File: src/rtl/pht_update_ctrl.sv
// pht_upd_fifo: generic FIFO with a synchronous flush and an occupancy count.
// Latency: an entry pushed at edge E is visible at the head right after E.
// Backpressure: push_rdy is low only when full; a flush wins over a push.
// Ports: push_vld/push_rdy/push_dat (write side), pop_vld/pop_rdy/pop_dat (head),
//        flush (drop all entries), count (entries held).
module pht_upd_fifo #(
  parameter int WIDTH = 8,
  parameter int DEPTH = 4
) (
  input  logic                     clk,
  input  logic                     rst,
  input  logic                     flush,
  input  logic                     push_vld,
  output logic                     push_rdy,
  input  logic [WIDTH-1:0]         push_dat,
  output logic                     pop_vld,
  input  logic                     pop_rdy,
  output logic [WIDTH-1:0]         pop_dat,
  output logic [$clog2(DEPTH):0]   count
);
  localparam int AW = $clog2(DEPTH);
  localparam int CW = AW + 1;

  logic [WIDTH-1:0] mem_q [DEPTH];
  logic [AW-1:0]    wr_ptr_q, wr_ptr_d;
  logic [AW-1:0]    rd_ptr_q, rd_ptr_d;
  logic [CW-1:0]    cnt_q, cnt_d;
  logic             push_fire, pop_fire;

  assign push_rdy  = (cnt_q != CW'(DEPTH));
  assign pop_vld   = (cnt_q != '0);
  assign pop_dat   = mem_q[rd_ptr_q];
  assign count     = cnt_q;
  assign push_fire = push_vld && push_rdy;
  assign pop_fire  = pop_rdy && pop_vld;

  // Pointers are exactly AW bits wide, so DEPTH being a power of two gives
  // the modulo wrap for free.
  always_comb begin
    wr_ptr_d = wr_ptr_q;
    rd_ptr_d = rd_ptr_q;
    cnt_d    = cnt_q;
    if (flush) begin
      wr_ptr_d = '0;
      rd_ptr_d = '0;
      cnt_d    = '0;
    end else begin
      if (push_fire) wr_ptr_d = wr_ptr_q + 1'b1;
      if (pop_fire)  rd_ptr_d = rd_ptr_q + 1'b1;
      if (push_fire && !pop_fire) cnt_d = cnt_q + 1'b1;
      else if (!push_fire && pop_fire) cnt_d = cnt_q - 1'b1;
    end
  end

  always_ff @(posedge clk or negedge rst) begin
    if (!rst) begin
      wr_ptr_q <= '0;
      rd_ptr_q <= '0;
      cnt_q    <= '0;
    end else begin
      wr_ptr_q <= wr_ptr_d;
      rd_ptr_q <= rd_ptr_d;
      cnt_q    <= cnt_d;
    end
  end

  // Storage needs no reset: only slots below the count are ever read.
  always_ff @(posedge clk) begin
    if (push_fire) mem_q[wr_ptr_q] <= push_dat;
  end
endmodule

// pht_update_ctrl: PHT write-port scheduler -- init sweep, then saturating-counter RMW of queued updates.
// Latency: update accepted at edge E is written (registered) after E+1, committed to the PHT at E+2.
// Backpressure: upd_ready = !full of the update queue; queue fills (not drained) while sweeping.
// Ports: upd_valid/upd_index/upd_taken/upd_ready (M-stage updates), clear_req (re-init),
//        pht_rd_index/pht_rd_data (comb read of queue head), pht_we/pht_wr_index/pht_wr_data
//        (registered write port), busy (sweep in progress), pending (queue occupancy).
module pht_update_ctrl #(
  parameter int         PHT_DEPTH  = 6,
  parameter int         FIFO_DEPTH = 4,
  parameter logic [1:0] INIT_STATE = 2'b10
) (
  input  logic                          clk,
  input  logic                          rst,
  input  logic                          upd_valid,
  input  logic [PHT_DEPTH-1:0]          upd_index,
  input  logic                          upd_taken,
  output logic                          upd_ready,
  input  logic                          clear_req,
  output logic [PHT_DEPTH-1:0]          pht_rd_index,
  input  logic [1:0]                    pht_rd_data,
  output logic                          pht_we,
  output logic [PHT_DEPTH-1:0]          pht_wr_index,
  output logic [1:0]                    pht_wr_data,
  output logic                          busy,
  output logic [$clog2(FIFO_DEPTH):0]   pending
);
  typedef enum logic {SWEEP = 1'b0, RUN = 1'b1} state_t;

  typedef struct packed {
    logic [PHT_DEPTH-1:0] idx;
    logic                 taken;
  } upd_t;

  localparam logic [PHT_DEPTH-1:0] CNT_MAX = '1;

  state_t               state_q, state_d;
  logic [PHT_DEPTH-1:0] cnt_q, cnt_d;
  logic                 we_q, we_d;
  logic [PHT_DEPTH-1:0] wr_idx_q, wr_idx_d;
  logic [1:0]           wr_dat_q, wr_dat_d;
  logic                 busy_q, busy_d;

  upd_t                 push_dat, head;
  logic                 head_vld, pop, flush;
  logic                 fwd;
  logic [1:0]           cur, nxt;

  assign push_dat = '{idx: upd_index, taken: upd_taken};

  pht_upd_fifo #(
    .WIDTH ($bits(upd_t)),
    .DEPTH (FIFO_DEPTH)
  ) u_fifo (
    .clk      (clk),
    .rst      (rst),
    .flush    (flush),
    .push_vld (upd_valid),
    .push_rdy (upd_ready),
    .push_dat (push_dat),
    .pop_vld  (head_vld),
    .pop_rdy  (pop),
    .pop_dat  (head),
    .count    (pending)
  );

  assign pht_rd_index = head.idx;

  // The write register holds a value the PHT has not yet absorbed, so a
  // back-to-back update to the same index must read it instead of the array.
  assign fwd = we_q && (wr_idx_q == head.idx);
  assign cur = fwd ? wr_dat_q : pht_rd_data;

  always_comb begin
    nxt = cur;
    if (head.taken) begin
      if (cur != 2'b11) nxt = cur + 2'd1;
    end else begin
      if (cur != 2'b00) nxt = cur - 2'd1;
    end
  end

  always_comb begin
    state_d  = state_q;
    cnt_d    = cnt_q;
    we_d     = 1'b0;
    wr_idx_d = wr_idx_q;
    wr_dat_d = wr_dat_q;
    pop      = 1'b0;
    flush    = 1'b0;
    case (state_q)
      SWEEP: begin
        we_d     = 1'b1;
        wr_idx_d = cnt_q;
        wr_dat_d = INIT_STATE;
        cnt_d    = cnt_q + 1'b1;
        // A clear mid-sweep simply restarts the count; queued updates survive.
        if (clear_req)             cnt_d   = '0;
        else if (cnt_q == CNT_MAX) state_d = RUN;
      end
      RUN: begin
        if (clear_req) begin
          // Drop the queue (including this cycle's head and any push).
          state_d = SWEEP;
          cnt_d   = '0;
          flush   = 1'b1;
        end else if (head_vld) begin
          pop      = 1'b1;
          we_d     = 1'b1;
          wr_idx_d = head.idx;
          wr_dat_d = nxt;
        end
      end
      default: state_d = SWEEP;
    endcase
  end

  // busy rises with entry into SWEEP and falls one edge after leaving it,
  // i.e. once the final sweep write has committed.
  assign busy_d = (state_d == SWEEP) || (state_q == SWEEP);

  always_ff @(posedge clk or negedge rst) begin
    if (!rst) begin
      state_q  <= SWEEP;
      cnt_q    <= '0;
      we_q     <= 1'b0;
      wr_idx_q <= '0;
      wr_dat_q <= 2'b00;
      busy_q   <= 1'b1;
    end else begin
      state_q  <= state_d;
      cnt_q    <= cnt_d;
      we_q     <= we_d;
      wr_idx_q <= wr_idx_d;
      wr_dat_q <= wr_dat_d;
      busy_q   <= busy_d;
    end
  end

  assign pht_we       = we_q;
  assign pht_wr_index = wr_idx_q;
  assign pht_wr_data  = wr_dat_q;
  assign busy         = busy_q;
endmodule

File: config.mk
export PLATFORM = sky130hd
export DESIGN_NAME = pht_update_ctrl
export DESIGN_NICKNAME = d
export VERILOG_FILES = /design/src/rtl/pht_update_ctrl.sv
export SDC_FILE = /design/constraint.sdc
export NUM_CORES = 1
export LEC_CHECK = 0
export CAP_MARGIN = 30
export CORE_MARGIN = 8
export CORE_UTILIZATION = 50
export CTS_BUF_LIST = sky130_fd_sc_hd__clkbuf_4 sky130_fd_sc_hd__clkbuf_8
export DETAILED_ROUTE_END_ITERATION = 8
export PLACE_DENSITY = 0.83
export SETUP_SLACK_MARGIN = 0.05
export SYNTH_ARGS = -nofsm -noshare
export SYNTH_HDL_FRONTEND = slang
export SYNTH_HIERARCHICAL = 1
export SYNTH_SLANG_ARGS = --single-unit
File: constraint.sdc
create_clock -name clk -period 4.8 [get_ports clk]
set_clock_uncertainty 0.15 [all_clocks]
set_input_delay 0.48 -clock clk [delete_from_list [all_inputs] [get_ports clk]]
set_output_delay 0.48 -clock clk [all_outputs]
set_load 0.01 [all_outputs]
==> results of run 1 <==
-- sequential cells by signal, summed over array words and instances, names as in the netlist --
signal,flops
u_fifo/mem_q,28
state_q,1
pht_wr_index,6
u_fifo/count,3
cnt_q,6
pht_we,1
u_fifo/rd_ptr_q,2
busy,1
u_fifo/wr_ptr_q,2
pht_wr_data,2
-- synthesized netlist by cell type (4+ instances only) --
library cell	number	area share [%]
mux2i_1	8	3.3
buf_2	4	0.82
and3_1	6	1.5
xnor2_1	8	2.9
xor2_1	5	1.8
nor2_1	22	3.4
ha_1	5	2.5
edfxtp_1	28	34
dfrtp_1	23	23
mux4_2	7	6.4
inv_1	11	1.7
a21oi_1	8	1.6
o21ai_0	5	1.0
nand3_1	6	1.2
-- critical path, delay by kind of cell --
| kind | cells | cell delay (ns) |
|---|---|---|
| and+or+nand+nor | 4 | 1.21 |
| AOI/OAI and AO/OA | 3 | 0.64 |
| buffers and inverters | 1 | 0.57 |
| adders and majority gates | 1 | 0.42 |
-- where the power goes --
part	internal [uW]	switching (uW)
clock	104	146
sequential	547	64.3
combinational	182	183
-- routing by layer --
layer	up-vias	part of all wire [%]	routed length (um)	track usage (%)
met5	-	0	0	0
met4	0	2.1	99	6.05
met3	9	5.6	262	2.67
met2	47	51	2400	22.8
met1	775	41	1950	15.4
li1	733	-	-	-
-- through the flow --
| stage | total power (uW) | utilization, % |
|---|---|---|
| after floorplan | 852 | - |
| after global placement | 970 | 59.3 |
| after detailed placement | 988 | 59.9 |
| after CTS | 1240 | 61.8 |
| after global routing | 1300 | 61.8 |
| final | 1230 | 61.8 |
-- worst max path at each step --
stage | from | to | slack [ns]
2_1_floorplan | clear_req | u_fifo/count[2]$_DFFE_PN0P_ | 2.27
3_3_place_gp | clear_req | u_fifo/count[2]$_DFFE_PN0P_ | 1.42
3_5_place_dp | clear_req | u_fifo/count[2]$_DFFE_PN0P_ | 1.26
4_1_cts | clear_req | u_fifo/count[2]$_DFFE_PN0P_ | 1.55
5_1_grt | state_q$_DFF_PN0_ | u_fifo/count[2]$_DFFE_PN0P_ | 1.29
6_report | clear_req | u_fifo/count[2]$_DFFE_PN0P_ | 1.54
-- cell families (layout without fill, tap and decap cells) --
logic type                 count (synthesis)  count (layout)  synth area share [%]
AOI/OAI and AO/OA                         31              31                  9.12
xor gates and xnor gates                  13              13                  4.64
adders and majority gates                  6               6                  3.36
buffers and inverters                     22              52                  4.02
DFF                                       52              52                  58.7
muxes                                     16              16                  10.3
and+or+nand+nor                           48              48                  9.83
-- final cells by class --
class	count	area (um2)
fillers	364	1800
flip-flops and latches	52	1440
multi-input cells	114	915
repair buffers	33	348
well taps	67	83.8
clock buffers	5	68.8
inverters	11	41.3
clock inverters	3	21.3
-- layout by cell type (no fill, tap or decap), types with 2 or more instances in the layout --
cell	n
inv_1	11
dfrtp_1	23
o211ai_1	2
mux4_2	7
nand2_1	3
o31ai_1	2
edfxtp_1	28
xnor2_1	8
clkbuf_8	5
nand2b_1	2
ha_1	5
clkdlybuf4s50_1	32
a21oi_1	8
xor2_1	5
o21a_1	3
nor2_1	22
o21ai_0	5
nand3_1	6
mux2i_1	8
and3_1	6
==> results by group, run 1 <==
Run status
  – Status: complete, no violations

Timing
  – Final Setup Violations: 0
  – Setup ws final: between 1.5 and 2 ns
  – RSZ-0062 raised after global routing: no
  – Final hold vios: 0
  – Period utilization: approximately 68%
  – Max frequency: just over 300 MHz
  – WHS: around 0.28 ns
  – Max-Slew Margin vs Limit: 52.4%
  – Post-route minimum period: approximately 3.3 ns
  – Worst-margin pin slew: roughly 0.71 ns
  – Final Max Tran Viols: 0
  – Sum of negative setup slack: 0 ns

Clock tree
  – Root Buffer: clkbuf_8
  – H-tree Lvls: 2
  – Total CTS buffers: 5
  – CTS tree: built
  – CTS max path bufs: 2
  – Cells resized by post-CTS repair: 0
  – Post CTS Setup Buffer Count: 0
  – CTS hold repair buffers: 0
  – TritonCTS Sinks: 52
  – Clock transition at the registers of the reported paths: ~0.10 ns
  – Worst-skew pair later-pin latency: 0.30 ns

Placed design
  – IO buf count: 32
  – Placed cells: roughly 280
  – RePlAce Congestion: approximately 0.8
  – Post-DP Area: 2830 um2
  – HPWL after DPL: around 3400 um
  – Post-Place Worst Slack: 1.26 ns

Critical path
  – Worst EP arrival: 3.32 ns
  – Worst setup path class: in -> reg
  – Element type at the critical path start: input pin
  – CP max stage delay: ~0.57 ns
  – CP Cell Sequence: clkdlybuf4s50_1, nand2b_1, nor2_1, o21ai_0, and3_1, fa_1, and3b_1, a21o_1, a211oi_1
  – Critical-path top delay cell: clkdlybuf4s50_1
  – Flop-to-flop setup slack: 1.56 ns
  – CP Max Fanout: 10
  – Worst R2R Start: state_q$_DFF_PN0_
  – Crit end category: register
  – R2R Path End: u_fifo/count[2]$_DFFE_PN0P_
  – R2R depth: 8
  – CP required: between 4 and 5 ns

Die
  – Die height: about 86 um
  – I/O pin total: 33
  – Die ar.: roughly 7400 um2
  – Core Region: between 4000 and 5000 um2
  – Die width: 86.1 um
  – Site Rows: 25
  – Initial core utilization: ~52%

Route
  – Vias: ~1600
  – DRC viols: 0
  – Vias per Instance: around 5.5
  – DRT iter0 DRCs: a little under 60
  – WL per Instance: 16.5 um
  – Post-Route WL: about 4700 um
  – DRT antenna net count: 0
  – DRT Pass-1 Iters: 4

Synthesis
  – Mapped Cells: 188
  – Ys Warns: 6
  – Synthesized cell area: around 2500 um2
  – Synthesized flop and latch total: 52
  – Syn Area/Cell: 13.1 um2
  – Sequential fraction of the synthesis area: just under 60%
  – Ys async rst share: a little under half
  – Synth Flop Type: edfxtp_1
  – Synth cell types: between 40 and 50
  – Syn nets: about 210
  – Post-synth EDFFs: 28

Layout
  – Area grow syn2layout: 18.9%
  – Final nets: roughly 240
  – Finished Cell Area: around 2900 um2
  – Layout cells sized above 1: a little over a tenth
  – # diodes: 0
  – Non-filler cells, final: ~290

Global route
  – Vias in the first global route: ~1600
  – Grt ovf: 0
  – Global-route wire length before repair: between 7000 and 8000 um
  – Gr usage total: 13.2%
  – Largest net degree at the start of global routing: 24
  – Initial antenna violation count: 0

Power and ir drop
  – PwrDens: between 400 and 500 nW/um2
  – Max IR drop VDD: ~0.00025 V
  – Lkg Pwr: 0.00116 uW

Run
  – Max-cap violations: 0

Min path
  – Min-Delay Path Class: in -> async
Power figures use the tool's default switching activity.
==> inputs of run 2 (changes only) <==
Clock period 4.8 ns to 3.2 ns, I/O delays scaled along.
==> run 2 against run 1 <==
Count of clock-buffer cells in the layout stayed put. Combinational power rose by 51%. Setup slack worse by 0.91 ns. Clock power grew 59%. Cell count increased by 1.4%. Non-clock buffer count is 4 higher. Critical endpoint is now pht_rd_index[3].
==> results by group, run 2 (synthesis gave the netlist of run 1 again) <==
Layout
  – # diodes: 0
  – Area grow syn2layout: 19.6%
  – Largest Register: u_fifo/mem_q
  – Final nets: 240
  – Most common cell after layout, fill and taps aside: clkdlybuf4s50_1
  – Commonest cells after routing, fill and taps aside: clkdlybuf4s50_1, edfxtp_1, dfrtp_1
  – Final cell utilization of the core: slightly above 60%
  – Layout cells sized above 1: 12.2%
  – Max FFs per register: 28

Clock tree
  – CTS max path bufs: 2
  – Post CTS Setup Buffer Count: 0
  – Worst-skew pair later-pin latency: 0.30 ns
  – CTS hold repair buffers: 0
  – Cells resized by post-CTS repair: 0
  – H-tree Lvls: 2
  – CTS tree: built
  – TritonCTS Sinks: 52
  – Clock transition at the registers of the reported paths: 0.10 ns
  – Root Buffer: clkbuf_8
  – Total CTS buffers: 5

Timing
  – RSZ-0062 raised after global routing: no
  – Final hold vios: 0
  – Max-Slew Margin vs Limit: approximately three fifths
  – Max frequency: 389 MHz
  – WHS: about 0.22 ns
  – Final Max Tran Viols: 0
  – Final Setup Violations: 0
  – Post-route minimum period: between 2 and 3 ns
  – Period utilization: between 80% and 90%
  – Sum of negative setup slack: 0 ns
  – Worst-margin pin slew: between 0.5 and 0.6 ns

Critical path
  – R2R Path End: u_fifo/count[2]$_DFFE_PN0P_
  – CP Max Fanout: 9
  – Flop-to-flop setup slack: between 0.6 and 0.7 ns
  – CP max stage delay: around 0.65 ns
  – Critical path buffers and inverters: 1
  – Worst EP arrival: between 2 and 2.5 ns
  – CP Cell Sequence: mux4_2, clkdlybuf4s50_1
  – Largest delay share family, worst path: flip-flops
  – CP required: around 2.7 ns
  – Crit end category: output port
  – Critical-path top delay cell: dfrtp_1
  – Worst R2R Start: u_fifo/count[1]$_DFFE_PN0P_
  – Element type at the critical path start: register
  – R2R depth: 7
  – Worst setup path class: reg -> out

Route
  – DRC viols: 0
  – Vias per Instance: around 5.4
  – Post-Route WL: 4780 um
  – DRT antenna net count: 0
  – Vias: 1572
  – WL per Instance: roughly 17 um
  – DRT Pass-1 Iters: 4
  – DRT iter0 DRCs: a little under 60

Min path
  – Min-Delay Path Class: in -> async

Global route
  – Grt ovf: 0
  – Initial antenna violation count: 0
  – Vias in the first global route: 1623
  – Global-route wire length before repair: ~8000 um
  – Largest net degree at the start of global routing: 25
  – Gr usage total: ~14%

Run status
  – Status: complete, no violations

Die
  – I/O pin total: 33
  – Site Rows: 25
  – Die height: about 86 um
  – Core Region: 4720 um2
  – Die ar.: 7410 um2
  – Die width: between 80 and 90 um
  – Initial core utilization: ~52%

Placed design
  – IO buf count: 32
  – RePlAce Congestion: roughly 0.8
  – HPWL after DPL: 3520 um

Power and ir drop
  – Lkg Pwr: between 0.001 and 0.0015 uW
  – Total power: around 1900 uW
  – PwrDens: around 630 nW/um2
  – Max IR drop VDD: ~0.00038 V

Run
  – Max-cap violations: 0
[run 2: cell types whose count changed in the layout (fill, tap and decap cells not counted)]
cell	before	now
buf_4	0	5
clkinvlp_4	1	0
inv_8	0	1
inv_6	1	2
clkinv_2	1	0
buf_16	1	0
[run 2: stage by stage]
| step | instances | instance area (um2) | setup WS (ns) |
|---|---|---|---|
| 5_1_grt | 289 | 2940 | 0.418 |
| 6_report | 289 | 2940 | 0.628 |
| 3_5_place_dp | 281 | 2840 | 0.587 |
| 2_1_floorplan | 188 | 2460 | 0.760 |
| 4_1_cts | 289 | 2940 | 0.589 |
| 3_3_place_gp | 281 | 2840 | 0.640 |
[run 2: worst max-delay path by stage]
| stage | startpoint | endpoint | cells past startpoint | slack (ns) |
|---|---|---|---|---|
| after global routing | u_fifo/count[1]$_DFFE_PN0P_ | u_fifo/count[2]$_DFFE_PN0P_ | 7 | 0.42 |
| after CTS | u_fifo/rd_ptr_q[0]$_DFFE_PN0P_ | pht_rd_index[1] | 2 | 0.59 |
| after floorplan | u_fifo/count[0]$_DFFE_PN0P_ | u_fifo/count[2]$_DFFE_PN0P_ | 11 | 0.76 |
| after global placement | clear_req | u_fifo/count[2]$_DFFE_PN0P_ | 9 | 0.64 |
| final | u_fifo/rd_ptr_q[0]$_DFFE_PN0P_ | pht_rd_index[3] | 2 | 0.63 |
| after detailed placement | clear_req | u_fifo/count[2]$_DFFE_PN0P_ | 9 | 0.59 |
[run 2: worst register-to-register path: stages (launching register included)]
cell      delay [ns]
dfrtp_1         0.51
nor3b_1         0.38
inv_1           0.22
and3_1          0.22
fa_1            0.42
and3b_1         0.22
a311oi_1        0.26
a211oi_1        0.08
[run 2: layout make-up]
type	count	area, um2
multi-input combinational	114	915
inverter	11	41.3
sequential	52	1440
timing repair buffer	37	358
fill	356	1790
clock buffer	5	68.8
tap	67	83.8
clock inverter	3	28.8
[run 2: routing by layer]
metal	global-route usage (%)	routed length, um
met1	16.7	2020
met2	23.2	2460
met3	3.06	226
met4	5.25	65
met5	0	0
[run 2: power by group]
part	internal (uW)	switching, uW	total (uW)
Clock	165	232	397
Combinational	274	278	552
Sequential	820	94.9	915
==> inputs of run 3 (changes only) <==
Clock period 3.2 ns to 2.55 ns, I/O delays scaled along.
==> run 3 against run 2 <==
Non-clock buffer count is 8 higher. Total power is 30% higher. Combinational power is 55% higher. Clock power is 21% higher. Largest power group unchanged. Die area stayed put. Flip-flop and latch count stayed put. Critical path depth is 5 higher. First-iteration DRC count is 26% higher. Wire length is 2.4% higher. Sequential power is 19% higher. Cell area is 2.3% higher.
==> results by group, run 3 (synthesis gave the netlist of run 1 again) <==
Run status
  – Status: complete, no violations

Timing
  – Worst-margin pin slew: 0.446 ns
  – RSZ-0062 raised after global routing: no
  – WHS: 0.144 ns
  – Final Max Tran Viols: 0
  – Max-Slew Margin vs Limit: between 60% and 70%
  – Sum of negative setup slack: 0 ns
  – Period utilization: between 90% and 100%
  – Max frequency: 420 MHz
  – Post-route minimum period: about 2.4 ns
  – Final Setup Violations: 0
  – Final hold vios: 0

Min path
  – Min-Delay Path Class: in -> async

Clock tree
  – TritonCTS Sinks: 52
  – Post CTS Setup Buffer Count: 0
  – Total CTS buffers: 5
  – CTS hold repair buffers: 0
  – CTS tree: built
  – Worst-skew pair later-pin latency: between 0.3 and 0.4 ns
  – H-tree Lvls: 2
  – CTS max path bufs: 2
  – Clock transition at the registers of the reported paths: roughly 0.10 ns
  – Root Buffer: clkbuf_8

Critical path
  – Worst setup path class: reg -> reg
  – Crit end category: register
  – CP required: approximately 2.6 ns
  – Critical-path top delay cell: dfrtp_1
  – CP max stage delay: around 0.4 ns
  – CP Max Fanout: 3
  – Critical path buffers and inverters: 1
  – Element type at the critical path start: register
  – CP Cell Sequence: nor3b_1, inv_1, and3_1, fa_1, and3b_1, a311oi_2, a211oi_2
  – Worst EP arrival: ~2.4 ns
  – Largest delay share family, worst path: simple AND/OR/NAND/NOR gates

Layout
  – # diodes: 0
  – Layout cells sized above 1: ~17%
  – Area grow syn2layout: 22.4%
  – Finished Cell Area: approximately 3000 um2
  – Commonest cells after routing, fill and taps aside: clkdlybuf4s50_1, edfxtp_1, dfrtp_1
  – Most common cell after layout, fill and taps aside: clkdlybuf4s50_1
  – Largest Register: u_fifo/mem_q
  – Max FFs per register: 28
  – Non-filler cells, final: 297
  – Final nets: between 200 and 250

Die
  – I/O pin total: 33
  – Site Rows: 25
  – Die height: between 80 and 90 um
  – Die ar.: 7410 um2
  – Core Region: about 4700 um2
  – Die width: about 86 um
  – Initial core utilization: 52.0%

Route
  – DRT antenna net count: 0
  – Post-Route WL: a little under 5000 um
  – DRT Pass-1 Iters: 4
  – Vias: 1627
  – WL per Instance: roughly 16 um
  – Vias per Instance: 5.48
  – DRT iter0 DRCs: between 70 and 80
  – DRC viols: 0

Placed design
  – RePlAce Congestion: between 0.8 and 0.9
  – IO buf count: 32
  – HPWL after DPL: 3540 um
  – Placed cells: ~290
  – Post-DP Area: 2900 um2

Global route
  – Vias in the first global route: about 1700
  – Met2 Use GR: ~24%
  – Initial antenna violation count: 0
  – Met1 Use GR: 15.5%
  – Met3 Use GR: under 10%
  – Grt ovf: 0
  – Busiest grt layer: met2
  – Global-route wire length before repair: around 8000 um
  – Gr usage total: 14.0%
  – Largest net degree at the start of global routing: 25

Power and ir drop
  – PwrDens: between 800 and 900 nW/um2
  – Psw: roughly 790 uW
  – Lkg Pwr: 0.00122 uW
  – Seq pwr share: about 45%
  – Clock Power Share: 19.8%
  – Max IR drop VDD: approximately 0.00041 V
  – Internal power: roughly 1600 uW
  – Combinational share of power: a little over a third
  – Sw Ratio: approximately a third

Run
  – Max-cap violations: 0
run 3: changes by cell type in the layout (fill, tap and decap cells not counted):
cell,change
clkinv_4,+1
o21ai_2,+1
a211oi_1,-1
buf_4,+8
inv_6,-1
a311oi_1,-1
clkinv_2,+1
a211oi_2,+1
o21ai_0,-1
inv_8,-1
a311oi_2,+1
run 3: cell type report:
cell class              count  area, um2
inverters                  11       41.3
fillers                   371       1720
flip-flops and latches     52       1440
multi-input cells         114        930
repair buffers             45        418
well taps                  67       83.8
clock inverters             3       22.5
clock buffers               5       68.8
run 3: per-layer routing:
layer  share of wire, %  up-vias
li1                   -      758
met3                5.7       16
met2                 50       53
met4                2.9        0
met1                 41      800
met5                  0        -
run 3: worst paths after layout:
kind	cells past startpoint	slack, ns	from	endpoint
worst max-delay path	7	0.17	u_fifo/count[1]$_DFFE_PN0P_	u_fifo/count[2]$_DFFE_PN0P_
worst min-delay path	2	0.14	rst	pht_wr_data[1]$_DFFE_PN0P_
worst max register to register	7	0.17	u_fifo/count[1]$_DFFE_PN0P_	u_fifo/count[2]$_DFFE_PN0P_
worst min register to register	1	0.28	state_q$_DFF_PN0_	busy$_DFF_PN1_
max in group asynchronous	2	1.80	rst	busy$_DFF_PN1_
min in group clk	1	0.28	state_q$_DFF_PN0_	busy$_DFF_PN1_
run 3: power by group through the flow:
stage	registers (uW)	logic, uW	clock network (uW)
4_1_cts	1090	840	493
3_3_place_gp	1100	811	0
2_1_floorplan	1110	494	0
6_report	1090	854	481
5_1_grt	1100	945	520
3_5_place_dp	1110	835	0
run 3: stage by stage:
step,total power (uW),util [%],worst slack [ns]
after floorplan,1600,-,0.110
after global placement,1910,61.4,0.114
after detailed placement,1950,61.4,-0.0537
after CTS,2420,63.3,0.181
after global routing,2570,63.7,0.0691
final,2430,63.7,0.169
run 3: repair_timing:
item / in CTS / in global routing
hold endpoints to repair: 0 / 0
setup endpoints to repair: 0 / 1
resized for setup: 0 / 4
